===== config.mk =====
export PLATFORM = sky130hd
export DESIGN_NAME = key_event_gen
export DESIGN_NICKNAME = d
export VERILOG_FILES = /design/src/rtl/key_event_pkg.sv /design/src/rtl/key_debounce_ch.sv /design/src/rtl/key_event_gen.sv
export SDC_FILE = /design/constraint.sdc
export NUM_CORES = 1
export LEC_CHECK = 0
export ABC_AREA = 1
export CAP_MARGIN = 10
export CELL_PAD_IN_SITES_DETAIL_PLACEMENT = 1
export CELL_PAD_IN_SITES_GLOBAL_PLACEMENT = 1
export CORE_UTILIZATION = 49
export DETAILED_ROUTE_END_ITERATION = 10
export GPL_TIMING_DRIVEN = 0
export PLACE_DENSITY_LB_ADDON = 0.1
export SYNTH_ARGS = -nofsm -noshare
export SYNTH_HDL_FRONTEND = slang
export SYNTH_SLANG_ARGS = --single-unit

===== constraint.sdc =====
create_clock -name clk -period 3.89 [get_ports clk]
set_input_delay 0.778 -clock clk [delete_from_list [all_inputs] [get_ports clk]]
set_output_delay 0.778 -clock clk [all_outputs]
set_load 0.02 [all_outputs]

===== src/rtl/key_event_pkg.sv =====
// key_event_pkg: shared types and helpers for the key event generator.
// Holds the auto-repeat state enum and the counter width helper.
package key_event_pkg;

  typedef enum logic [1:0] {
    IDLE,
    DELAY,
    REPEAT
  } rpt_state_t;

  // Bits needed to hold 0..max_val; never narrower than one bit.
  function automatic int cnt_w(input int max_val);
    if (max_val < 1) return 1;
    return $clog2(max_val + 1);
  endfunction

endpackage


===== src/rtl/key_debounce_ch.sv =====
// key_debounce_ch: one push-button channel.
// Sync + debounce + press/release pulses; optional auto-repeat.
// Ports: clk, reset_n (async, active-low), key_n (raw, 0 = pressed),
//        held (debounced level), pressed / released (1-cycle pulses).
// Auto-repeat is compiled in when KEY_EVENT_AUTOREPEAT_EN is defined.
module key_debounce_ch
  import key_event_pkg::*;
#(
  parameter int DEBOUNCE_CYCLES = 50000,
  parameter int REPEAT_DELAY    = 25000000,
  parameter int REPEAT_PERIOD   = 5000000
) (
  input  logic clk,
  input  logic reset_n,
  input  logic key_n,
  output logic held,
  output logic pressed,
  output logic released
);

  localparam int DW = cnt_w(DEBOUNCE_CYCLES);
  localparam logic [DW-1:0] DLAST = DW'(DEBOUNCE_CYCLES - 1);

  logic [1:0]    sync;
  logic          s;
  logic [DW-1:0] dcnt;
  logic          accept;
  logic          rise;
  logic          fall;

  assign s      = sync[1];
  // Current edge is the last of a full run of differing samples.
  assign accept = (s != held) && (dcnt == DLAST);
  assign rise   = accept && !held;
  assign fall   = accept && held;

  always_ff @(posedge clk or negedge reset_n) begin
    if (!reset_n) begin
      sync     <= '0;
      dcnt     <= '0;
      held     <= 1'b0;
      released <= 1'b0;
    end else begin
      sync     <= {sync[0], ~key_n};
      released <= fall;
      if (s == held || accept) begin
        dcnt <= '0;
      end else begin
        dcnt <= dcnt + 1'b1;
      end
      if (accept) begin
        held <= ~held;
      end
    end
  end

`ifdef KEY_EVENT_AUTOREPEAT_EN

  localparam int TMAX = (REPEAT_DELAY > REPEAT_PERIOD) ?
                        REPEAT_DELAY : REPEAT_PERIOD;
  localparam int TW = cnt_w(TMAX);
  localparam logic [TW-1:0] DLY_LAST = TW'(REPEAT_DELAY - 1);
  localparam logic [TW-1:0] PER_LAST = TW'(REPEAT_PERIOD - 1);

  rpt_state_t    st;
  logic [TW-1:0] tmr;

  always_ff @(posedge clk or negedge reset_n) begin
    if (!reset_n) begin
      st      <= IDLE;
      tmr     <= '0;
      pressed <= 1'b0;
    end else begin
      pressed <= rise;
      if (fall) begin
        // Release wins over any repeat due on the same edge.
        st      <= IDLE;
        tmr     <= '0;
        pressed <= 1'b0;
      end else begin
        unique case (st)
          IDLE: begin
            if (rise) begin
              st  <= DELAY;
              tmr <= '0;
            end
          end
          DELAY: begin
            if (tmr == DLY_LAST) begin
              pressed <= 1'b1;
              st      <= REPEAT;
              tmr     <= '0;
            end else begin
              tmr <= tmr + 1'b1;
            end
          end
          REPEAT: begin
            if (tmr == PER_LAST) begin
              pressed <= 1'b1;
              tmr     <= '0;
            end else begin
              tmr <= tmr + 1'b1;
            end
          end
          default: begin
            st  <= IDLE;
            tmr <= '0;
          end
        endcase
      end
    end
  end

`else

  // Repeat timing has no effect in this build.
  logic unused_rpt_cfg;
  assign unused_rpt_cfg = (REPEAT_DELAY > 0) ^ (REPEAT_PERIOD > 0);

  always_ff @(posedge clk or negedge reset_n) begin
    if (!reset_n) begin
      pressed <= 1'b0;
    end else begin
      pressed <= rise;
    end
  end

`endif

endmodule


===== src/rtl/key_event_gen.sv =====
// key_event_gen: debounced press/release events for N_KEYS buttons.
// Ports: clk, reset_n (async, active-low), key_n[N_KEYS] raw (0 = pressed),
//        held / pressed / released [N_KEYS].
// Auto-repeat is compiled in when KEY_EVENT_AUTOREPEAT_EN is defined.
module key_event_gen
  import key_event_pkg::*;
#(
  parameter int N_KEYS          = 4,
  parameter int DEBOUNCE_CYCLES = 50000,
  parameter int REPEAT_DELAY    = 25000000,
  parameter int REPEAT_PERIOD   = 5000000
) (
  input  logic              clk,
  input  logic              reset_n,
  input  logic [N_KEYS-1:0] key_n,
  output logic [N_KEYS-1:0] held,
  output logic [N_KEYS-1:0] pressed,
  output logic [N_KEYS-1:0] released
);

  for (genvar i = 0; i < N_KEYS; i++) begin : g_ch
    key_debounce_ch #(
      .DEBOUNCE_CYCLES(DEBOUNCE_CYCLES),
      .REPEAT_DELAY   (REPEAT_DELAY),
      .REPEAT_PERIOD  (REPEAT_PERIOD)
    ) u_ch (
      .clk     (clk),
      .reset_n (reset_n),
      .key_n   (key_n[i]),
      .held    (held[i]),
      .pressed (pressed[i]),
      .released(released[i])
    );
  end

endmodule

==> results of run 1 <==
-- logic make-up (layout without fill, tap and decap cells) --
kind of cell             Yosys count  after routing  share of synthesized area (%)
XOR/XNOR                          24             24                           4.80
AND/OR/NAND/NOR                  358            358                           34.9
buffers and inverters             72            106                           7.97
adder cells (fa/ha/maj)            4              4                           1.14
AO/OA/AOI/OAI                     24             24                           3.20
flip-flops                        84             84                           48.0
-- worst reg2reg max path, cell delays in order, from the launching register on --
cell	delay (ps)
dfrtp_1	430
ha_1	290
nand3_2	220
nor3_2	200
nand2_2	110
nand2_4	140
buf_8	150
nor2_1	50
-- metal layers --
metal  track usage (%)  up-vias  routed length [µm]
met5                 0        -                   0
met4              7.72        0                 140
met3              4.07       13                 235
met2              44.5       32                5430
met1              31.1     1816                4800
li1                  -     1822                   -
-- cell usage in the layout, fill, tap and decap left out, types with 12 or more instances in the layout --
master           count
nor2_1             136
clkbuf_8            12
buf_4               13
nand2_1            146
dfrtp_1             84
o21ai_0             13
nand3_1             20
clkdlybuf4s50_1     16
inv_1               55
xor2_1              15
nand4_1             24
-- final timing paths --
path,depth (start not counted),from,end
hold / removal,1,reset_n,g_ch[2].u_ch.dcnt[12]$_DFF_PN0_
setup reg to reg,7,g_ch[0].u_ch.dcnt[0]$_DFF_PN0_,g_ch[0].u_ch.dcnt[7]$_DFF_PN0_
max in group asynchronous,2,reset_n,g_ch[0].u_ch.dcnt[7]$_DFF_PN0_
setup / recovery,2,g_ch[0].u_ch.held$_DFFE_PN0P_,held[0]
min in group clk,0,g_ch[2].u_ch.sync[0]$_DFF_PN0_,g_ch[2].u_ch.sync[1]$_DFF_PN0_
hold reg to reg,0,g_ch[2].u_ch.sync[0]$_DFF_PN0_,g_ch[2].u_ch.sync[1]$_DFF_PN0_
-- registers in the layout, indices dropped and copies added (netlist names) --
signal,flops
g_ch.u_ch.dcnt,64
g_ch.u_ch.sync,8
g_ch.u_ch.released,4
g_ch.u_ch.pressed,4
g_ch.u_ch.held,4
-- metrics by stage --
step	util (%)	setup TNS, ps
after floorplan	-	0
after global routing	57.0	0
after detailed placement	54.3	0
after CTS	57.0	0
after global placement	54.0	-88310
final	57.0	0
-- area by class of cell --
cell class | count | area, µm² | share of cell area, %
Timing Repair Buffer | 18 | 195 | 3.95
Multi-Input combinational cell | 410 | 1930 | 39.0
Clock inverter | 4 | 70.1 | 1.42
Buffer | 16 | 139 | 2.81
Inverter | 56 | 210 | 4.25
Sequential cell | 84 | 2100 | 42.5
Tap cell | 108 | 135 | 2.73
Clock buffer | 12 | 165 | 3.34
-- power groups by stage --
stage	registers (µW)	clock network, µW	logic [µW]
6_report	898	728	75.1
5_1_grt	901	778	86.2
4_1_cts	898	745	77.6
3_5_place_dp	916	0	77.2
3_3_place_gp	915	0	70.1
2_1_floorplan	913	0	38.9
==> flow_summary_export.csv, run 1 <==
group,metric,value,unit
logic_synthesis,synth_seq_cells,84,
place,place.gp.congestion,0.865,
logic_synthesis,synthArstFlopShare,100,%
power_and_ir_drop,ir_drop,0.000193,V
timing,worstMarginPinSlew,390,ps
logic_synthesis,syn_area,4380,µm²
logic_synthesis,synthFlopType,"dfrtp_1",
floorplan,fp.dieW,96.6,µm
place,dp.cells,692,
worst_setup_path,r2r_slack,2200,ps
worst_setup_path,path_buf_inv,2,
drt,first_pass_iters,4,
clock_tree,postCtsSetupBuffers,0,
drt,wl,10.6,mm
timing,max_freq,0.443,GHz
global_routing,antenna_found_initial,0,
drt,drc,0,
clock_tree,cts.sinks,84,
global_routing,grt_pass1_vias,3768,
floorplan,initial_core_util,50.5,%
global_routing,grt_pass1_wl,17.7,mm
clock_tree,worstSkewPairLatency,370,ps
drt,drt_iter0_markers,112,
power_and_ir_drop,switching_power,376,µW
power_and_ir_drop,power.share.clock,42.8,%
layout,num_antenna_cells,0,
timing,hold_ws,321,ps
timing,slew_headroom,74.0,%
clock_tree,cts_tree,"done",
power_and_ir_drop,power-per-cell-area,344,nW/µm²
global_routing,track_usage,25.0,%
clock_tree,htreeDepth,3,
run,cap_violations,0,
worst_setup_path,arrival,1480,ps
power_and_ir_drop,power_switching_share,22.1,%
logic_synthesis,ys_top_cells_by_count,"146 x nand2_1, 136 x nor2_1, 84 x dfrtp_1",
place,placed_area,4710,µm²
floorplan,core,8680,µm²
floorplan,rows,34,
worst_setup_path,crit_required,3110,ps
global_routing,grt_max_degree,59,
layout,syn_to_final_growth,12.9,%
logic_synthesis,netlist.area_leader.share,48.0,%
logic_synthesis,yosys.cell_types.count,23,
power_and_ir_drop,seq_power_share,52.8,%
logic_synthesis,yosysMostFrequentCell,"nand2_1",
timing,fin_ws,1630,ps
worst_setup_path,cp_slowest_cell,"clkdlybuf4s50_1",
drt,vias,3683,
drt,avgViaCountPerCell,5.20,
timing,hold_viol_final,0,
worst_setup_path,worst-setup-path-type,"register to primary output",
place,pre_cts_slack,2010,ps
place,port_buffers,17,
logic_synthesis,synth_top_cell_by_area,"dfrtp_1",
layout,final_cell_area,4950,µm²
power_and_ir_drop,p_comb_share,4.4,%
logic_synthesis,synthCells,566,
place,dp_hpwl,7.81,mm
logic_synthesis,synth_edf_count,0,
worst_setup_path,end_kind,"primary output",
drt,detail-route-antenna-nets,0,
logic_synthesis,synth_area_leaders,"dfrtp_1 48%, nand2_1 13%, nor2_1 12%",
clock_tree,root_buffer,"clkbuf_8",
worst_setup_path,worstSetupStartpointType,"register",
logic_synthesis,syn-num-nets,576,
timing,rsz0062_at_grt,"false",
status,status,"finished, final reports clean",
logic_synthesis,ys_seq_area_share,48.0,%
layout,layout-drive-gt1-share,9.50,%
worst_hold_path,holdCritPathClass,"input port to async pin",
timing,skew,14.8,ps
drt,wire_per_inst,15.0,µm
timing,setup-violations-final,0,
timing,maxSlewViolCount,0,
worst_setup_path,worstPathCellList,"buf_4 -> clkdlybuf4s50_1",
logic_synthesis,synth_warnings,0,
worst_setup_path,slowest_delay,590,ps
floorplan,die-area,9320,µm²
power_and_ir_drop,fin_total_pwr,1700,µW
clock_tree,clk_pin_slew_worst_paths,90,ps
layout,instances_no_fill,708,
timing,fin_crit_sh,58.0,%
layout,finalNetCount,605,
clock_tree,cts_resized,0,
worst_setup_path,cpLargestDelayFamily,"buffers and inverters",
layout,nFillCells,1094,
worst_setup_path,crit_path_max_fanout,4,
power_and_ir_drop,internal-power,1330,µW
logic_synthesis,syn_avg_cell_area,7.74,µm²
floorplan,pin_count,18,
clock_tree,ctsHoldBuffers,0,
power_and_ir_drop,power_leakage,0.00213,µW
clock_tree,numCtsBuffers,9,
timing,period_needed,2260,ps
floorplan,dieHeight,96.6,µm
clock_tree,cts.path.max_buffers,2,
global_routing,grt-ovfl-total,0,
(Power assumes the default switching activity.)
==> run 2, diff against run 1 <==
CORE_UTILIZATION = 41   (was 49)
clock period = 1.94 ns   (was 3.89 ns; I/O delays follow)
==> run 2 against run 1 <==
  * First-iteration DRC count grew 38%
  * Global-route usage down 4.8 points
  * Clock-buffer cell count stayed put
  * Critical path type unchanged
==> flow_summary_export.csv, run 2 (synthesis results as in run 1) <==
group,metric,value,unit
clock_tree,numCtsBuffers,9,
floorplan,initial_core_util,42.4,%
global_routing,grt_max_degree,50,
worst_setup_path,end_kind,"primary output",
global_routing,antenna_found_initial,0,
worst_setup_path,worstSetupStartpointType,"register",
floorplan,die-area,11100,µm²
clock_tree,cts.sinks,84,
drt,vias,3635,
drt,drt_iter0_markers,154,
floorplan,fp.dieW,105,µm
run,cap_violations,0,
drt,wl_met1,4.77,mm
worst_setup_path,cp-startpoint,"g_ch[1].u_ch.held$_DFFE_PN0P_",
floorplan,core,10300,µm²
timing,setup-violations-final,0,
global_routing,grt_pass1_wl,17.8,mm
worst_setup_path,reg2reg_to,"g_ch[3].u_ch.dcnt[5]$_DFF_PN0_",
layout,nFillCells,1296,
worst_setup_path,path_buf_inv,2,
worst_setup_path,arrival,1460,ps
clock_tree,cts.path.max_buffers,2,
worst_setup_path,crit_required,1550,ps
clock_tree,clk_pin_slew_worst_paths,80,ps
drt,first_pass_iters,5,
layout,largest_register,"g_ch.u_ch.dcnt",
layout,layout-drive-gt1-share,9.15,%
clock_tree,htreeDepth,3,
place,port_buffers,17,
worst_setup_path,slowest_delay,590,ps
worst_setup_path,worst-path-stages,2,
timing,period_needed,1850,ps
layout,num_antenna_cells,0,
timing,rsz0062_at_grt,"false",
worst_setup_path,r2r_cells,7,
drt,wl_met3,300,µm
power_and_ir_drop,ir_drop,0.000441,V
power_and_ir_drop,power_leakage,0.00215,µW
global_routing,grt-ovfl-total,0,
drt,dr_wl_met2,4.98,mm
worst_setup_path,cp_slowest_cell,"clkdlybuf4s50_1",
timing,final.setup.tns,0,ps
worst_setup_path,worst-setup-path-type,"register to primary output",
timing,slew_headroom,67.8,%
drt,detail-route-antenna-nets,0,
layout,finalNetCount,606,
layout,final_cell_area,4980,µm²
timing,max_freq,0.541,GHz
status,status,"finished, final reports clean",
worst_setup_path,cp-endpoint,"held[1]",
drt,highest-signal-layer,"met4",
worst_setup_path,r2r_start,"g_ch[3].u_ch.dcnt[0]$_DFF_PN0_",
clock_tree,root_buffer,"clkbuf_8",
worst_setup_path,worstPathCellList,"buf_4 -> clkdlybuf4s50_1",
place,dp_hpwl,7.49,mm
layout,final_common_cell,"nand2_1",
drt,avgViaCountPerCell,4.93,
timing,maxSlewViolCount,0,
timing,hold_viol_final,0,
floorplan,dieHeight,105,µm
worst_setup_path,cpLargestDelayFamily,"buffers and inverters",
place,place.gp.congestion,0.803,
layout,most-common-layout-cells,"146 x nand2_1, 136 x nor2_1, 84 x dfrtp_1, 55 x inv_1, 24 x nand4_1",
global_routing,grt_pass1_vias,3819,
worst_setup_path,crit_path_max_fanout,4,
global_routing,track_usage,20.2,%
floorplan,pin_count,18,
clock_tree,worstSkewPairLatency,360,ps
drt,drc,0,
layout,syn_to_final_growth,13.7,%
layout,largest_register_ffs,64,
timing,worstMarginPinSlew,484,ps
timing,fin_crit_sh,95.3,%
layout,top_regs,"g_ch.u_ch.dcnt: 64 flops, g_ch.u_ch.sync: 8 flops",
worst_hold_path,holdCritPathClass,"register to register",
drt,wire_per_inst,13.7,µm
worst_setup_path,r2r_slack,320,ps
timing,skew,5.15,ps
floorplan,rows,37,
power_and_ir_drop,power-per-cell-area,669,nW/µm²
drt,wl,10.1,mm
clock_tree,cts_tree,"done",
place,placed_area,4750,µm²
## run 2: changes by cell type in the layout (fill, tap and decap cells not counted), sizes merged
cell           delta
dlygate4sd3       +1
clkdlybuf4s50     -2
clkinvlp          +1
dlymetal6s2s      +2
clkinv            -1
## run 2: where the power goes
| group | switching [µW] | internal [µW] | leakage [µW] |
|---|---|---|---|
| Combinational | 94.5 | 53.8 | 0.000902 |
| Sequential | 24.1 | 1780 | 0.00115 |
| Clock | 624 | 759 | 0.000107 |
| Total | 742 | 2590 | 0.00215 |
## run 2: how the worst min path moves through the flow
stage / depth (start not counted) / endpoint / slack (ps) / start
2_1_floorplan: 0 / g_ch[0].u_ch.dcnt[0]$_DFF_PN0_ / 90 / reset_n
3_3_place_gp: 0 / g_ch[1].u_ch.sync[1]$_DFF_PN0_ / 330 / g_ch[1].u_ch.sync[0]$_DFF_PN0_
3_5_place_dp: 0 / g_ch[0].u_ch.sync[1]$_DFF_PN0_ / 340 / g_ch[0].u_ch.sync[0]$_DFF_PN0_
4_1_cts: 0 / g_ch[0].u_ch.sync[1]$_DFF_PN0_ / 360 / g_ch[0].u_ch.sync[0]$_DFF_PN0_
5_1_grt: 0 / g_ch[0].u_ch.sync[1]$_DFF_PN0_ / 370 / g_ch[0].u_ch.sync[0]$_DFF_PN0_
6_report: 0 / g_ch[3].u_ch.sync[1]$_DFF_PN0_ / 360 / g_ch[3].u_ch.sync[0]$_DFF_PN0_
## run 2: metrics by stage
stage	utilization, %	worst slack, ps	instances	power, µW	hold WS (ps)
6_report	48.2	91.3	737	3330	356
5_1_grt	48.2	10.2	737	3500	375
4_1_cts	48.2	18.4	737	3410	360
3_5_place_dp	46.0	312	720	1990	340
3_3_place_gp	45.7	-2740	719	1980	333
2_1_floorplan	-	588	566	1910	92.4
## run 2: layout make-up
cell class              count  area [µm²]  share of cell area [%]
clock buffers              12         145                    2.92
clock inverters             4        72.6                    1.46
well taps                 136         170                    3.42
flip-flops and latches     84        2100                    42.2
plain buffers              16         139                    2.79
inverters                  56         210                    4.22
repair buffers             19         210                    4.22
multi-input cells         410        1930                    38.8
## run 2: routing by layer
layer / track usage (%) / vias up
met2: 34.6 / 45
li1: - / 1815
met1: 24.7 / 1767
met5: 0 / -
met3: 5.75 / 8
met4: 5.94 / 0
## run 2: timing repair
item	4_1_cts	5_1_grt
endpoints found under the hold margin	35	0
resized for setup	0	2
setup endpoints to repair	0	2
setup buffers	0	0
hold buffers	1	0
==> run 3, diff against run 2 <==
SETUP_SLACK_MARGIN = 0.5   (was unset)
==> run 3 against run 2 <==
  * Final area is 11% higher
  * Setup slack improved by 440 ps
  * Via count up 4.8%
  * Flip-flop and latch count unchanged
  * Clock power is essentially flat
  * Power grew 2.7%
  * Die area is the same
  * Routed wire length increased by 7.2%
  * Combinational power up 51%
  * Clock skew is essentially flat
  * Largest power group unchanged
==> flow_summary_export.csv, run 3 (synthesis results as in run 1) <==
group,metric,value,unit
global_routing,grt_use_met1,25.2,%
timing,hold_viol_final,0,
worst_setup_path,slowest_delay,410,ps
worst_setup_path,crit_path_max_fanout,2,
clock_tree,htreeDepth,3,
timing,setup-violations-final,0,
power_and_ir_drop,ir_drop,0.000440,V
drt,first_pass_iters,4,
layout,largest_register,"g_ch.u_ch.dcnt",
timing,worstMarginPinSlew,485,ps
layout,final_common_cell,"nand2_1",
worst_setup_path,crit_top_cell,"buf_6",
worst_setup_path,worst-setup-path-type,"register to primary output",
timing,slew_headroom,67.7,%
floorplan,dieHeight,105,µm
status,status,"finished, final reports clean",
floorplan,die-area,11100,µm²
clock_tree,root_buffer,"clkbuf_8",
place,port_buffers,17,
drt,vias,3811,
floorplan,core,10300,µm²
place,dp_hpwl,7.49,mm
floorplan,fp.dieW,105,µm
drt,drc,0,
global_routing,met3_usage,5.75,%
drt,avgViaCountPerCell,4.92,
floorplan,initial_core_util,42.4,%
floorplan,rows,37,
layout,num_antenna_cells,0,
global_routing,grt_max_degree,50,
layout,finalNetCount,643,
drt,wl,10.9,mm
global_routing,grtUsageMet2,36.4,%
timing,skew,5.23,ps
layout,top_regs,"g_ch.u_ch.dcnt: 64 flops, g_ch.u_ch.sync: 8 flops",
layout,instances_no_fill,774,
timing,maxSlewViolCount,0,
layout,largest_register_ffs,64,
global_routing,grt_pass1_vias,3933,
worst_setup_path,worstPathCellList,"buf_6 -> buf_6",
clock_tree,cts.sinks,84,
timing,period_needed,1410,ps
drt,drt_iter0_markers,152,
drt,wire_per_inst,14.0,µm
layout,layout-drive-gt1-share,22.3,%
worst_setup_path,crit_required,1550,ps
worst_setup_path,arrival,1020,ps
timing,fin_crit_sh,72.7,%
global_routing,track_usage,20.9,%
worst_setup_path,end_kind,"primary output",
global_routing,grt_pass1_wl,18.4,mm
timing,max_freq,0.709,GHz
layout,fin_util,53.4,%
global_routing,busiest_layer,"met2",
timing,rsz0062_at_grt,"true",
clock_tree,numCtsBuffers,9,
power_and_ir_drop,power_leakage,0.00240,µW
floorplan,pin_count,18,
power_and_ir_drop,fin_total_pwr,3420,µW
place,dp.cells,720,
layout,nFillCells,1261,
worst_setup_path,cp_slowest_cell,"dfrtp_1",
layout,syn_to_final_growth,25.8,%
run,cap_violations,0,
worst_setup_path,r2r_start,"g_ch[1].u_ch.dcnt[0]$_DFF_PN0_",
global_routing,antenna_found_initial,0,
worst_setup_path,worstSetupStartpointType,"register",
layout,most-common-layout-cells,"140 x nand2_1, 117 x nor2_1, 79 x dfrtp_1, 54 x inv_1, 44 x buf_4",
clock_tree,worstSkewPairLatency,370,ps
clock_tree,cts.path.max_buffers,2,
worst_hold_path,hold_start,"g_ch[3].u_ch.sync[0]$_DFF_PN0_",
clock_tree,clk_pin_slew_worst_paths,80,ps
place,place.gp.congestion,0.803,
worst_setup_path,cp-startpoint,"g_ch[0].u_ch.held$_DFFE_PN0P_",
power_and_ir_drop,power-per-cell-area,621,nW/µm²
global_routing,grt-ovfl-total,0,
worst_hold_path,holdCritPathClass,"register to register",
drt,detail-route-antenna-nets,0,
clock_tree,cts_tree,"done",
==> run 3: cell count changes in the layout (fill, tap and decap cells not counted), sizes merged <==
cell / change
buf: +48
clkbuf: +1
clkdlybuf4s50: -10
dlymetal6s2s: -2
==> run 3: layout make-up <==
class,count,area [µm²],area share [%]
Tap cell,136,170,3.09
Multi-Input combinational cell,410,2150,39.0
Clock buffer,12,145,2.63
Buffer,16,154,2.79
Inverter,56,210,3.82
Clock inverter,4,72.6,1.32
Sequential cell,84,2110,38.3
Timing Repair Buffer,56,502,9.11
==> run 3: critical path: cells and delay by family, from the launching register on <==
kind	cells	cell delay, ps
DFF	1	410
buffers and inverters	2	250
==> run 3: timing repair <==
item	in CTS	in global routing
buffers inserted	14	21
endpoints found under the hold margin	35	0
hold buffers	1	0
cloned	1	1
resized for setup	65	68
pin swaps	5	11
endpoints found under the setup margin	78	66
==> run 3: path summary, 6_finish.rpt <==
path	endpoint	slack, ps	cells after the start
setup / recovery	held[0]	530	2
hold / removal	g_ch[3].u_ch.sync[1]$_DFF_PN0_	360	0
setup reg to reg	g_ch[1].u_ch.dcnt[2]$_DFF_PN0_	530	7
hold reg to reg	g_ch[3].u_ch.sync[1]$_DFF_PN0_	360	0
max in group asynchronous	g_ch[0].u_ch.dcnt[6]$_DFF_PN0_	800	3
min in group asynchronous	g_ch[2].u_ch.dcnt[13]$_DFF_PN0_	520	2
==> run 3: per-stage QoR <==
stage	setup slack (ps)	hold slack (ps)	TNS, ps	instance area, µm²
global route	449	375	0	5510
CTS	476	360	0	5110
detailed placement	312	340	0	4750
global placement	-2740	333	-229760	4720
finish	531	356	0	5510
floorplan	588	92.4	0	4380
==> run 3: power by group <==
group | internal [µW] | switching [µW] | total [µW]
Sequential | 1780 | 29.9 | 1810
Combinational | 104 | 120 | 224
Clock | 759 | 631 | 1390
==> run 3: layer usage <==
| metal | up-vias | share of wire (%) |
|---|---|---|
| li1 | 1889 | - |
| met1 | 1870 | 45 |
| met2 | 41 | 51 |
| met3 | 11 | 3.1 |
| met4 | 0 | 1.1 |
| met5 | - | 0 |
